==> src/rtl/sram1_arbiter.sv <==
// SRAM1 access sequencer: shares the external SRAM between the CPU data port and the VGA fetcher.
// Optional starvation guard for the CPU is enabled with `define SRAM1_STARVE_GUARD_EN.
module sram1_arbiter #(
  parameter int ADDR_W = 18,
  parameter int DATA_W = 16
`ifdef SRAM1_STARVE_GUARD_EN
  , parameter int MAX_WAIT = 4
`endif
) (
  input  logic              clk_25MHz,
  input  logic              rst,
  input  logic              cpu_req,
  input  logic              cpu_we,
  input  logic [ADDR_W-1:0] cpu_addr,
  input  logic [DATA_W-1:0] cpu_wdata,
  output logic              cpu_ack,
  output logic [DATA_W-1:0] cpu_rdata,
  output logic              cpu_pause,
  input  logic              vga_req,
  input  logic [ADDR_W-1:0] vga_addr,
  output logic              vga_ack,
  output logic [DATA_W-1:0] vga_rdata,
  output logic              sram_ce_n,
  output logic              sram_oe_n,
  output logic              sram_we_n,
  output logic [ADDR_W-1:0] sram_addr,
  output logic [DATA_W-1:0] sram_dq_o,
  output logic              sram_dq_oe,
  input  logic [DATA_W-1:0] sram_dq_i,
  output logic              busy
);

  typedef enum logic [1:0] {S_IDLE, S_SETUP, S_ACCESS, S_DONE} state_t;

  state_t            state_q, state_d;
  logic              own_vga_q, own_vga_d;
  logic              op_we_q, op_we_d;
  logic              ce_n_q, ce_n_d;
  logic              oe_n_q, oe_n_d;
  logic              we_n_q, we_n_d;
  logic              dq_oe_q, dq_oe_d;
  logic [ADDR_W-1:0] sram_addr_q, sram_addr_d;
  logic [DATA_W-1:0] dq_o_q, dq_o_d;
  logic              cpu_ack_q, cpu_ack_d;
  logic              vga_ack_q, vga_ack_d;
  logic [DATA_W-1:0] cpu_rdata_q, cpu_rdata_d;
  logic [DATA_W-1:0] vga_rdata_q, vga_rdata_d;

  logic arb_en, grant_vga, grant_cpu;

  assign arb_en = (state_q == S_IDLE) || (state_q == S_DONE);

`ifdef SRAM1_STARVE_GUARD_EN
  localparam int WAIT_W = $clog2(MAX_WAIT + 1);

  logic [WAIT_W-1:0] wait_q, wait_d;
  logic              force_cpu, cpu_owner;

  assign cpu_owner = (state_q != S_IDLE) && !own_vga_q;
  assign force_cpu = cpu_req && (wait_q == WAIT_W'(MAX_WAIT));
  assign grant_vga = arb_en && vga_req && !force_cpu;

  always_comb begin
    wait_d = wait_q;
    if (!cpu_req || grant_cpu) begin
      wait_d = '0;
    end else if (!cpu_owner && (wait_q != WAIT_W'(MAX_WAIT))) begin
      wait_d = wait_q + 1'b1;
    end
  end

  always_ff @(posedge clk_25MHz or negedge rst) begin
    if (!rst) wait_q <= '0;
    else      wait_q <= wait_d;
  end
`else
  assign grant_vga = arb_en && vga_req;
`endif

  assign grant_cpu = arb_en && cpu_req && !grant_vga;

  always_comb begin
    state_d     = state_q;
    own_vga_d   = own_vga_q;
    op_we_d     = op_we_q;
    sram_addr_d = sram_addr_q;
    dq_o_d      = dq_o_q;
    cpu_ack_d   = 1'b0;
    vga_ack_d   = 1'b0;
    cpu_rdata_d = cpu_rdata_q;
    vga_rdata_d = vga_rdata_q;

    unique case (state_q)
      S_IDLE, S_DONE: begin
        // Requests are sampled even in DONE: a requester that sees its ack may
        // present its next access in that same cycle for back-to-back service.
        if (grant_vga || grant_cpu) begin
          state_d     = S_SETUP;
          own_vga_d   = grant_vga;
          op_we_d     = grant_cpu && cpu_we;
          sram_addr_d = grant_vga ? vga_addr : cpu_addr;
          if (grant_cpu && cpu_we) dq_o_d = cpu_wdata;
        end else begin
          state_d = S_IDLE;
        end
      end
      S_SETUP: state_d = S_ACCESS;
      S_ACCESS: begin
        state_d   = S_DONE;
        cpu_ack_d = !own_vga_q;
        vga_ack_d = own_vga_q;
        if (own_vga_q)     vga_rdata_d = sram_dq_i;
        else if (!op_we_q) cpu_rdata_d = sram_dq_i;
      end
      default: state_d = S_IDLE;
    endcase

    // Strobes are registered, so they are derived from the state being entered.
    ce_n_d  = !((state_d == S_SETUP) || (state_d == S_ACCESS));
    oe_n_d  = ce_n_d || op_we_d;
    we_n_d  = !((state_d == S_ACCESS) && op_we_d);
    dq_oe_d = !ce_n_d && op_we_d;
  end

  always_ff @(posedge clk_25MHz or negedge rst) begin
    if (!rst) begin
      state_q     <= S_IDLE;
      own_vga_q   <= 1'b0;
      op_we_q     <= 1'b0;
      ce_n_q      <= 1'b1;
      oe_n_q      <= 1'b1;
      we_n_q      <= 1'b1;
      dq_oe_q     <= 1'b0;
      sram_addr_q <= '0;
      dq_o_q      <= '0;
      cpu_ack_q   <= 1'b0;
      vga_ack_q   <= 1'b0;
      cpu_rdata_q <= '0;
      vga_rdata_q <= '0;
    end else begin
      state_q     <= state_d;
      own_vga_q   <= own_vga_d;
      op_we_q     <= op_we_d;
      ce_n_q      <= ce_n_d;
      oe_n_q      <= oe_n_d;
      we_n_q      <= we_n_d;
      dq_oe_q     <= dq_oe_d;
      sram_addr_q <= sram_addr_d;
      dq_o_q      <= dq_o_d;
      cpu_ack_q   <= cpu_ack_d;
      vga_ack_q   <= vga_ack_d;
      cpu_rdata_q <= cpu_rdata_d;
      vga_rdata_q <= vga_rdata_d;
    end
  end

  assign sram_ce_n  = ce_n_q;
  assign sram_oe_n  = oe_n_q;
  assign sram_we_n  = we_n_q;
  assign sram_dq_oe = dq_oe_q;
  assign sram_addr  = sram_addr_q;
  assign sram_dq_o  = dq_o_q;
  assign cpu_ack    = cpu_ack_q;
  assign vga_ack    = vga_ack_q;
  assign cpu_rdata  = cpu_rdata_q;
  assign vga_rdata  = vga_rdata_q;
  assign busy       = (state_q != S_IDLE);
  assign cpu_pause  = cpu_req && !cpu_ack_q;

endmodule

==> config.mk <==
export PLATFORM = sky130hd
export DESIGN_NAME = sram1_arbiter
export DESIGN_NICKNAME = d
export VERILOG_FILES = /design/src/rtl/sram1_arbiter.sv
export SDC_FILE = /design/constraint.sdc
export NUM_CORES = 1
export LEC_CHECK = 0
export ABC_AREA = 1
export BUFFER_PORTS_ARGS = -buffer_cell sky130_fd_sc_hd__buf_2
export CAP_MARGIN = 10
export CORE_MARGIN = 4
export CORE_UTILIZATION = 25
export DETAILED_ROUTE_END_ITERATION = 6
export PLACE_DENSITY_LB_ADDON = 0.05
export SLEW_MARGIN = 20
export SYNTH_ARGS = -nofsm -noshare
export SYNTH_HDL_FRONTEND = slang
export SYNTH_SLANG_ARGS = --single-unit
==> constraint.sdc <==
create_clock -name clk_25MHz -period 2.67 [get_ports clk_25MHz]
set_input_delay 0.1335 -clock clk_25MHz [delete_from_list [all_inputs] [get_ports clk_25MHz]]
set_output_delay 0.1335 -clock clk_25MHz [all_outputs]
set_load 0.005 [all_outputs]
== Word level (Yosys, flattened, before mapping) ==
Index checks and enable logic that the tools add are counted.
Storage, ports and cells
  bits in registers: 76
  bits of input ports: 73
  output and inout bits: 74
  word-level logic and storage cells: 50
Operators by class
  equality and inequality tests: 5
  muxes and demuxes: 7
  bitwise operators: 2
  reduce and logical (&&, ||, !) cells: 23
Operator list (number)
  $mux W18: 1
  $logic_and A1 B1 Y1: 7
  $eq A2 B2 Y1 const B: 3
  $pmux W2 S3: 1
  $reduce_and A3 Y1: 2
  $logic_not A1 Y1: 5
  $mux W1: 5
  $eq A2 B1 Y1 const B: 2
  $logic_or A1 B1 Y1: 4
  $reduce_and A2 Y1: 2
  $logic_not A2 Y1: 1
  $not A1 Y1: 2
  $reduce_bool A2 Y1: 1
  $reduce_or A2 Y1: 1

== Depth between registers and ports, before layout ==
Gate-level depths: netlist (run 1).
  word-level depth: 12
  depth in mapped cells: 9
  mapped depth without buffers: 8

== Worst setup path after synthesis (run 1) ==
No wires, ideal clock.
  path type: flip-flop to flip-flop
  start point: reg state_q[0]
  end point: reg dq_o_q[10] (netlist: sram_dq_o[10])
  setup time: 116 ps
  data arrival time: 1322 ps
  required time: 2554 ps
  slack: 1231 ps
  stages on the path, launching flop included: 10
  path buffers: 1
  clock period less this slack: 1439 ps
  cell sequence: dfrtp_1 inv_1 ha_1 inv_2 nand2_4 inv_4 nand2_4 buf_4 nand2_1 nand2_1
Between the ends
  longest elaborated chain between the ends: 7
  elaborated cells between the ends (all ways): 11
  classes of those cells: eq/ne (1); reduce/logical (10)
RTL lines
  start, declared: RTL line 35  | state_t state_q, state_d;
  start signal, assigned: RTL line 141  | state_q <= state_d;
  $eq A2 B2 Y1 or $logic_not A2 Y1 (tied branches): RTL line 51, 93
  $logic_or A1 B1 Y1: RTL line 51  | assign arb_en = (state_q == S_IDLE) || (state_q == S_DONE);
  $logic_and A1 B1 Y1: RTL line 77  | assign grant_vga = arb_en && vga_req;
  $logic_not A1 Y1: RTL line 80  | assign grant_cpu = arb_en && cpu_req && !grant_vga;
  $logic_and A1 B1 Y1: RTL line 80
  $logic_or A1 B1 Y1 or $logic_and A1 B1 Y1 (tied branches): RTL line 97, 102
  $reduce_and A3 Y1 (no line) *
  end signal, assigned: RTL line 149  | dq_o_q <= dq_o_d;
  end, declared: RTL line 43  | logic [DATA_W-1:0] dq_o_q, dq_o_d;
Every way passes the cells marked *; elsewhere a longest branch is shown, timed or not.
A chain may end at the register's enable or synchronous reset.

== Worst setup path after layout (run 1) ==
  start point: reg state_q[0]
  end point: reg sram_addr_q[6] (netlist: sram_addr[6])
Between the ends
  longest elaborated chain between the ends: 7
  elaborated cells between the ends (all ways): 11
  classes of those cells: eq/ne (1); mux (1); reduce/logical (9)
RTL lines
  $eq A2 B2 Y1 or $logic_not A2 Y1 (tied branches): RTL line 51, 93
  $logic_or A1 B1 Y1: RTL line 51
  $logic_and A1 B1 Y1: RTL line 77
  $logic_not A1 Y1: RTL line 80
  $logic_and A1 B1 Y1: RTL line 80
  $logic_or A1 B1 Y1: RTL line 97  | if (grant_vga || grant_cpu) begin
  $reduce_and A2 Y1 (no line)
  end signal, assigned: RTL line 148  | sram_addr_q <= sram_addr_d;
  end, declared: RTL line 42  | logic [ADDR_W-1:0] sram_addr_q, sram_addr_d;
Parallel ways exist; a longest one is shown, timed or not.

==> impl_metrics.tcl, run 1 <==
set metrics [dict create \
    result_of_the_run "finished clean" \
    wirelength_mm 8.92 \
    antenna_violating_nets_post_route 0 \
    gp_congestion 0.741 \
    cts.hold.buffers_added 0 \
    clock_latency_reported_for_the_late_side_of_the_worst_skew_pair_ps 330 \
    start_util_pct 25.7 \
    die_area_um2 14900 \
    seq_area_frac_synth_pct 58.5 \
    mostFrequentLayoutCells "sky130_fd_sc_hd__nand2_1 (145), sky130_fd_sc_hd__buf_2 (145), sky130_fd_sc_hd__dfrtp_1 (73)" \
    rsz0062_at_grt "no" \
    post_drt_wl_per_cell_um 12.7 \
    max_stage_delay_ps 340 \
    finalInstanceArea_um2 4420 \
    synthesis.instances 381 \
    setup-violations-final 0 \
    data_arrival_time_of_the_critical_path_ps 1910 \
    grt_pass1_vias 2833 \
    syn_avg_cell_area_um2 8.55 \
    cp_slowest_cell "sky130_fd_sc_hd__dfrtp_1" \
    flow.area_growth_from_synthesis_pct 35.5 \
    postSynthRegisterBits 76 \
    numPortBuffers 146 \
    ctsLongestPathBuffers 2 \
    power_leakage_uw 0.00263 \
    power_frac_clock_pct 21.4 \
    switching_share_of_power_pct 37.9 \
    critical_path.endpoint_type "flip-flop" \
    crit_type "reg2reg" \
    die_h_um 122 \
    grt_first_pass_wirelength_mm 14.1 \
    power_switching_uw 1980 \
    final.period_utilization_pct 61.5 \
    cts.sink_count 76 \
    grt_remaining_overflow 0 \
    critPathLaunchType "flip-flop" \
    timing.final.hold_violations 0 \
    fp.dieW_um 122 \
    most_used_cell_along_the_critical_path "sky130_fd_sc_hd__nand2_1" \
    worstHoldPathType "in2reg" \
    fin_setup_tns_ps 0 \
    path_delay_family "simple AND/OR/NAND/NOR gates" \
    critical_path.cell_chain "inv_1, ha_1, inv_2, nand2_4, nand2_8, inv_4, nand2_1, nand2_1" \
    globalRouteTotalUtil_pct 12.2 \
    finalMaxSlewViolations 0 \
    cts_setup_buffers 0 \
    vdd_drop_max_uv 380 \
    cts_inserted_buffers 9 \
    pwr_density_cell_nw_per_um2 1180 \
    worst-endpoint-required_ps 2940 \
    layout.core_utilization_pct 34.9 \
    placed_cell_area_um2 4130 \
    max_freq_mhz 609 \
    max-cap-violations 0 \
    max_slew.worst_pin.slew_ps 719 \
    avgViaCountPerCell 3.99 \
    pwr-share-comb_pct 39.8 \
    worstPathBufferInverterCount 3 \
    dr.first_iter.drc_count 159 \
    post-route-min-period_ps 1640 \
    core_um2 12700 \
    cts.clk_slew.worst_paths_ps 60 \
    initial_antenna_violation_count 0 \
    cts-resized-gates 0 \
    largest_net_degree_at_the_start_of_global_routing 77 \
    root_buffer "sky130_fd_sc_hd__clkbuf_16" \
    boundaryPins 147 \
    core.rowCount 41 \
    hpwlAfterDp_mm 6.40 \
    drc 0 \
    cell_internal_pwr_uw 3240 \
    synth.distinct_cells 19 \
    drive_above_1_share_pct 32.8 \
    postSynthNetCount 457 \
    fin_worst_hold_slack_ps 36.6 \
    antennaDiodeCount 0 \
    synth_area_um2 3260 \
    worst_slew_margin_pct 52.1 \
    vias 2805 \
    yosysWarnings 0 \
    clock_tree_from_tritoncts "built" \
    cts-htree-levels 3 \
    design.final.nets 603 \
    crit_path_max_fanout 22 \
    drt_pass1_iterations 4 \
    finClkSkew_ps 6.51 \
    seq_power_share_pct 38.8 \
]
==> synthesized netlist by cell type <==
library cell | number | area share (%)
sky130_fd_sc_hd__dfrtp_1 | 73 | 56
sky130_fd_sc_hd__ha_1 | 3 | 1.2
sky130_fd_sc_hd__clkbuf_1 | 4 | 0.46
sky130_fd_sc_hd__nand2_4 | 3 | 1.0
sky130_fd_sc_hd__nand2_1 | 145 | 17
sky130_fd_sc_hd__buf_4 | 2 | 0.46
sky130_fd_sc_hd__o21ai_0 | 32 | 4.9
sky130_fd_sc_hd__inv_1 | 61 | 7.0
sky130_fd_sc_hd__nand2_8 | 1 | 0.61
sky130_fd_sc_hd__nand3_1 | 36 | 5.5
sky130_fd_sc_hd__inv_4 | 3 | 0.58
sky130_fd_sc_hd__buf_2 | 5 | 0.77
sky130_fd_sc_hd__nand3_2 | 1 | 0.31
sky130_fd_sc_hd__inv_2 | 1 | 0.12
sky130_fd_sc_hd__nor2_1 | 3 | 0.35
sky130_fd_sc_hd__dfstp_2 | 3 | 2.4
sky130_fd_sc_hd__buf_6 | 3 | 1.0
sky130_fd_sc_hd__a21oi_1 | 1 | 0.15
sky130_fd_sc_hd__nor2_4 | 1 | 0.35
==> logic make-up (layout without fill, tap and decap cells) <==
group | Yosys count | after routing | share of synthesized area (%)
simple gates | 190 | 190 | 24.9
buf+inv | 79 | 229 | 10.4
flops | 76 | 76 | 58.5
compound gates | 33 | 33 | 5.07
fa+ha+maj | 3 | 3 | 1.15
==> layout make-up <==
| cell class | instances | area [µm²] |
|---|---|---|
| tap | 172 | 215 |
| timing repair buffer | 149 | 762 |
| inverter | 65 | 251 |
| sequential | 76 | 1910 |
| clock buffer | 13 | 260 |
| clock inverter | 2 | 10.0 |
| multi-input combinational | 226 | 1010 |
| fill | 1404 | 8250 |
==> path summary, 6_finish.rpt <==
check | start | end | slack, ps | cells after the start
max | state_q[0]$_DFF_PN0_ | sram_addr[6]$_DFFE_PN0P_ | 1030 | 8
min | cpu_wdata[1] | sram_dq_o[1]$_DFFE_PN0P_ | 40 | 3
max reg2reg | state_q[0]$_DFF_PN0_ | sram_addr[6]$_DFFE_PN0P_ | 1030 | 8
min reg2reg | sram_dq_o[4]$_DFFE_PN0P_ | sram_dq_o[4]$_DFFE_PN0P_ | 470 | 2
max in group asynchronous | rst | sram_dq_o[10]$_DFFE_PN0P_ | 1770 | 2
min in group asynchronous | rst | cpu_rdata[3]$_DFFE_PN0P_ | 410 | 2
==> per-stage QoR <==
step / setup WS [ps] / power [µW] / instances
after global routing: 824 / 5720 / 703
after detailed placement: 974 / 4200 / 687
after global placement: 1050 / 4170 / 687
final: 1030 / 5210 / 703
after floorplan: 1230 / 3300 / 381
after CTS: 969 / 5350 / 702
==> routing by layer <==
metal  GRT usage [%]  up-vias  wire, µm
met1            15.5     1254      4080
met3            3.02       12       618
met2            19.9       95      4040
li1                -     1444         -
met4            5.18        0       178
met5               0        -         0
==> registers in the layout, summed over array words and instances (netlist names), named ones only <==
signal	cells
cpu_ack	1
own_vga_q	1
vga_rdata	16
sram_ce_n	1
sram_dq_oe	1
sram_addr	18
vga_ack	1
sram_oe_n	1
state_q	2
sram_dq_o	16
sram_we_n	1
cpu_rdata	16
==> power groups by stage <==
stage / logic (µW) / registers [µW] / clock network, µW
floorplan: 1220 / 2070 / 0
global placement: 2100 / 2060 / 0
detailed placement: 2160 / 2040 / 0
CTS: 2150 / 2030 / 1160
global route: 2410 / 2100 / 1220
finish: 2080 / 2020 / 1120
==> worst register-to-register path, stage by stage (launching register included) <==
cell and delay, ps:
sky130_fd_sc_hd__dfrtp_1 340, sky130_fd_sc_hd__inv_1 60, sky130_fd_sc_hd__ha_1 320, sky130_fd_sc_hd__inv_2 80
sky130_fd_sc_hd__nand2_4 240, sky130_fd_sc_hd__nand2_8 170, sky130_fd_sc_hd__inv_4 220, sky130_fd_sc_hd__nand2_1 80
sky130_fd_sc_hd__nand2_1 70
Power figures use the tool's default switching activity.
==> inputs of run 2 (changes only) <==
==> constraint.sdc (replaced) <==
create_clock -name clk_25MHz -period 1.6 [get_ports clk_25MHz]
set_input_delay 0.08 -clock clk_25MHz [delete_from_list [all_inputs] [get_ports clk_25MHz]]
set_output_delay 0.08 -clock clk_25MHz [all_outputs]
set_load 0.005 [all_outputs]
==> run 2 against run 1 <==
Critical endpoint is now sram_addr[15]$_DFFE_PN0P_. Clock power rose by 74%. Die area did not move. Clock-buffer cell count rose by 1. Flip-flop and latch count did not move. Non-clock buffer count rose by 22.
==> impl_metrics.tcl, run 2 (synthesis gave the netlist of run 1 again) <==
set metrics [dict create \
    vias 2836 \
    ctsLongestPathBuffers 2 \
    grt_pass1_vias 2931 \
    flow.area_growth_from_synthesis_pct 44.1 \
    core_um2 12700 \
    critPathLaunchType "flip-flop" \
    globalRouteMet3Util_pct 3.11 \
    mostFrequentLayoutCells "sky130_fd_sc_hd__nand2_1 (145), sky130_fd_sc_hd__buf_2 (145), sky130_fd_sc_hd__dfrtp_1 (73)" \
    numPortBuffers 146 \
    busiest_layer "met2" \
    max_slew.worst_pin.slew_ps 394 \
    grt_first_pass_wirelength_mm 14.7 \
    worst_reg_to_reg_setup_slack_ps 140 \
    worst_r2r_path_depth 8 \
    worstReg2RegEnd "sram_addr[15]$_DFFE_PN0P_" \
    final.period_utilization_pct 91.2 \
    totalPowerFinal_uw 9030 \
    design.final.nets 625 \
    clock_tree_from_tritoncts "built" \
    largest_reg_flops 18 \
    grt_remaining_overflow 0 \
    boundaryPins 147 \
    core.rowCount 41 \
    fin_setup_tns_ps 0 \
    hold_depth 3 \
    rsz0062_at_grt "no" \
    initial_antenna_violation_count 0 \
    max_freq_mhz 685 \
    cp_slowest_cell "sky130_fd_sc_hd__dfrtp_1" \
    fp.dieW_um 122 \
    critical_path.cell_chain "inv_1, ha_1, inv_2, nand2_4, buf_8, nand2_1, nand3_1, nand2_1" \
    finalMaxSlewViolations 0 \
    timing.final.hold_violations 0 \
    crit_type "reg2reg" \
    data_arrival_time_of_the_critical_path_ps 1680 \
    start_util_pct 25.7 \
    power_leakage_uw 0.00274 \
    worst-endpoint-required_ps 1820 \
    die_h_um 122 \
    post_drt_wl_per_cell_um 12.6 \
    cts-htree-levels 3 \
    result_of_the_run "finished clean" \
    avgViaCountPerCell 3.91 \
    critical_path.endpoint_type "flip-flop" \
    placed_cell_area_um2 4200 \
    largest_net_degree_at_the_start_of_global_routing 34 \
    gp_congestion 0.744 \
    cts_setup_buffers 0 \
    dr.first_iter.drc_count 123 \
    hp-start "sram_dq_i[0]" \
    max_stage_delay_ps 350 \
    finalInstanceArea_um2 4700 \
    root_buffer "sky130_fd_sc_hd__clkbuf_16" \
    whs_endpoint "cpu_rdata[0]$_DFFE_PN0P_" \
    finClkSkew_ps 5.34 \
    max-cap-violations 0 \
    crit_path_max_fanout 18 \
    pwr_density_cell_nw_per_um2 1920 \
    die_area_um2 14900 \
    grt.met1_usage_pct 16.0 \
    cts_inserted_buffers 9 \
    drive_above_1_share_pct 32.7 \
    hpwlAfterDp_mm 6.71 \
    clock_latency_reported_for_the_late_side_of_the_worst_skew_pair_ps 330 \
    cts.sink_count 76 \
    drt_pass1_iterations 4 \
    post-route-min-period_ps 1460 \
    most_used_cell_along_the_critical_path "sky130_fd_sc_hd__nand2_1" \
    worstHoldPathType "in2reg" \
    drc 0 \
    setup-violations-final 0 \
    wirelength_mm 9.12 \
    gr-usage-met2_pct 21.1 \
    antenna_violating_nets_post_route 0 \
    worst_slew_margin_pct 73.8 \
    vdd_drop_max_uv 513 \
    globalRouteTotalUtil_pct 12.7 \
    r2r_start "state_q[0]$_DFF_PN0_" \
    cts.clk_slew.worst_paths_ps 60 \
]
run 2: how the worst max path moves through the flow:
stage	from	to	slack (ps)	depth (start not counted)
finish	state_q[0]$_DFF_PN0_	sram_addr[15]$_DFFE_PN0P_	140	8
global route	state_q[0]$_DFF_PN0_	sram_addr[3]$_DFFE_PN0P_	6	8
CTS	state_q[0]$_DFF_PN0_	sram_addr[12]$_DFFE_PN0P_	40	8
detailed placement	state_q[0]$_DFF_PN0_	sram_addr[12]$_DFFE_PN0P_	60	8
global placement	state_q[0]$_DFF_PN0_	sram_addr[13]$_DFFE_PN0P_	100	8
floorplan	state_q[0]$_DFF_PN0_	sram_dq_o[10]$_DFFE_PN0P_	160	9
run 2: repair_timing:
action,in CTS,in global routing
setup endpoints to repair,0,35
hold buffers,17,0
hold endpoints to repair,42,0
gates resized for setup,0,8
run 2: routing by layer:
metal | wire, µm | part of all wire [%]
met1 | 4050 | 44
met2 | 4310 | 47
met4 | 153 | 1.7
met3 | 611 | 6.7
met5 | 0 | 0
run 2: through the flow:
| stage | hold slack [ps] | worst slack [ps] | instances | utilization [%] |
|---|---|---|---|---|
| after global routing | 28.1 | 5.75 | 725 | 37.1 |
| after CTS | 3.62 | 40.8 | 725 | 36.8 |
| after global placement | 38.0 | 99.8 | 693 | 33.2 |
| after detailed placement | 36.9 | 62.5 | 693 | 33.2 |
| final | 22.4 | 141 | 726 | 37.1 |
| after floorplan | -216 | 161 | 381 | - |
run 2: report_power, final:
group          switching [µW]  internal [µW]
Combinational            2150           1570
Sequential                464           2900
Clock                     739           1210
run 2: area by class of cell:
class	instances	area, µm²
Antenna cell	1	2.50
Clock buffer	14	284
Clock inverter	1	5.00
Fill cell	1391	7970
Inverter	65	256
Multi-Input combinational cell	226	1020
Sequential cell	76	1910
Tap cell	172	215
Timing Repair Buffer	171	1010
run 2: critical path: cells and delay by family, from the launching register on:
| kind | cells | cell delay (ps) |
|---|---|---|
| buffers and inverters | 3 | 320 |
| AND/OR/NAND/NOR | 4 | 350 |
| flip-flops | 1 | 350 |
| adder cells (fa/ha/maj) | 1 | 330 |
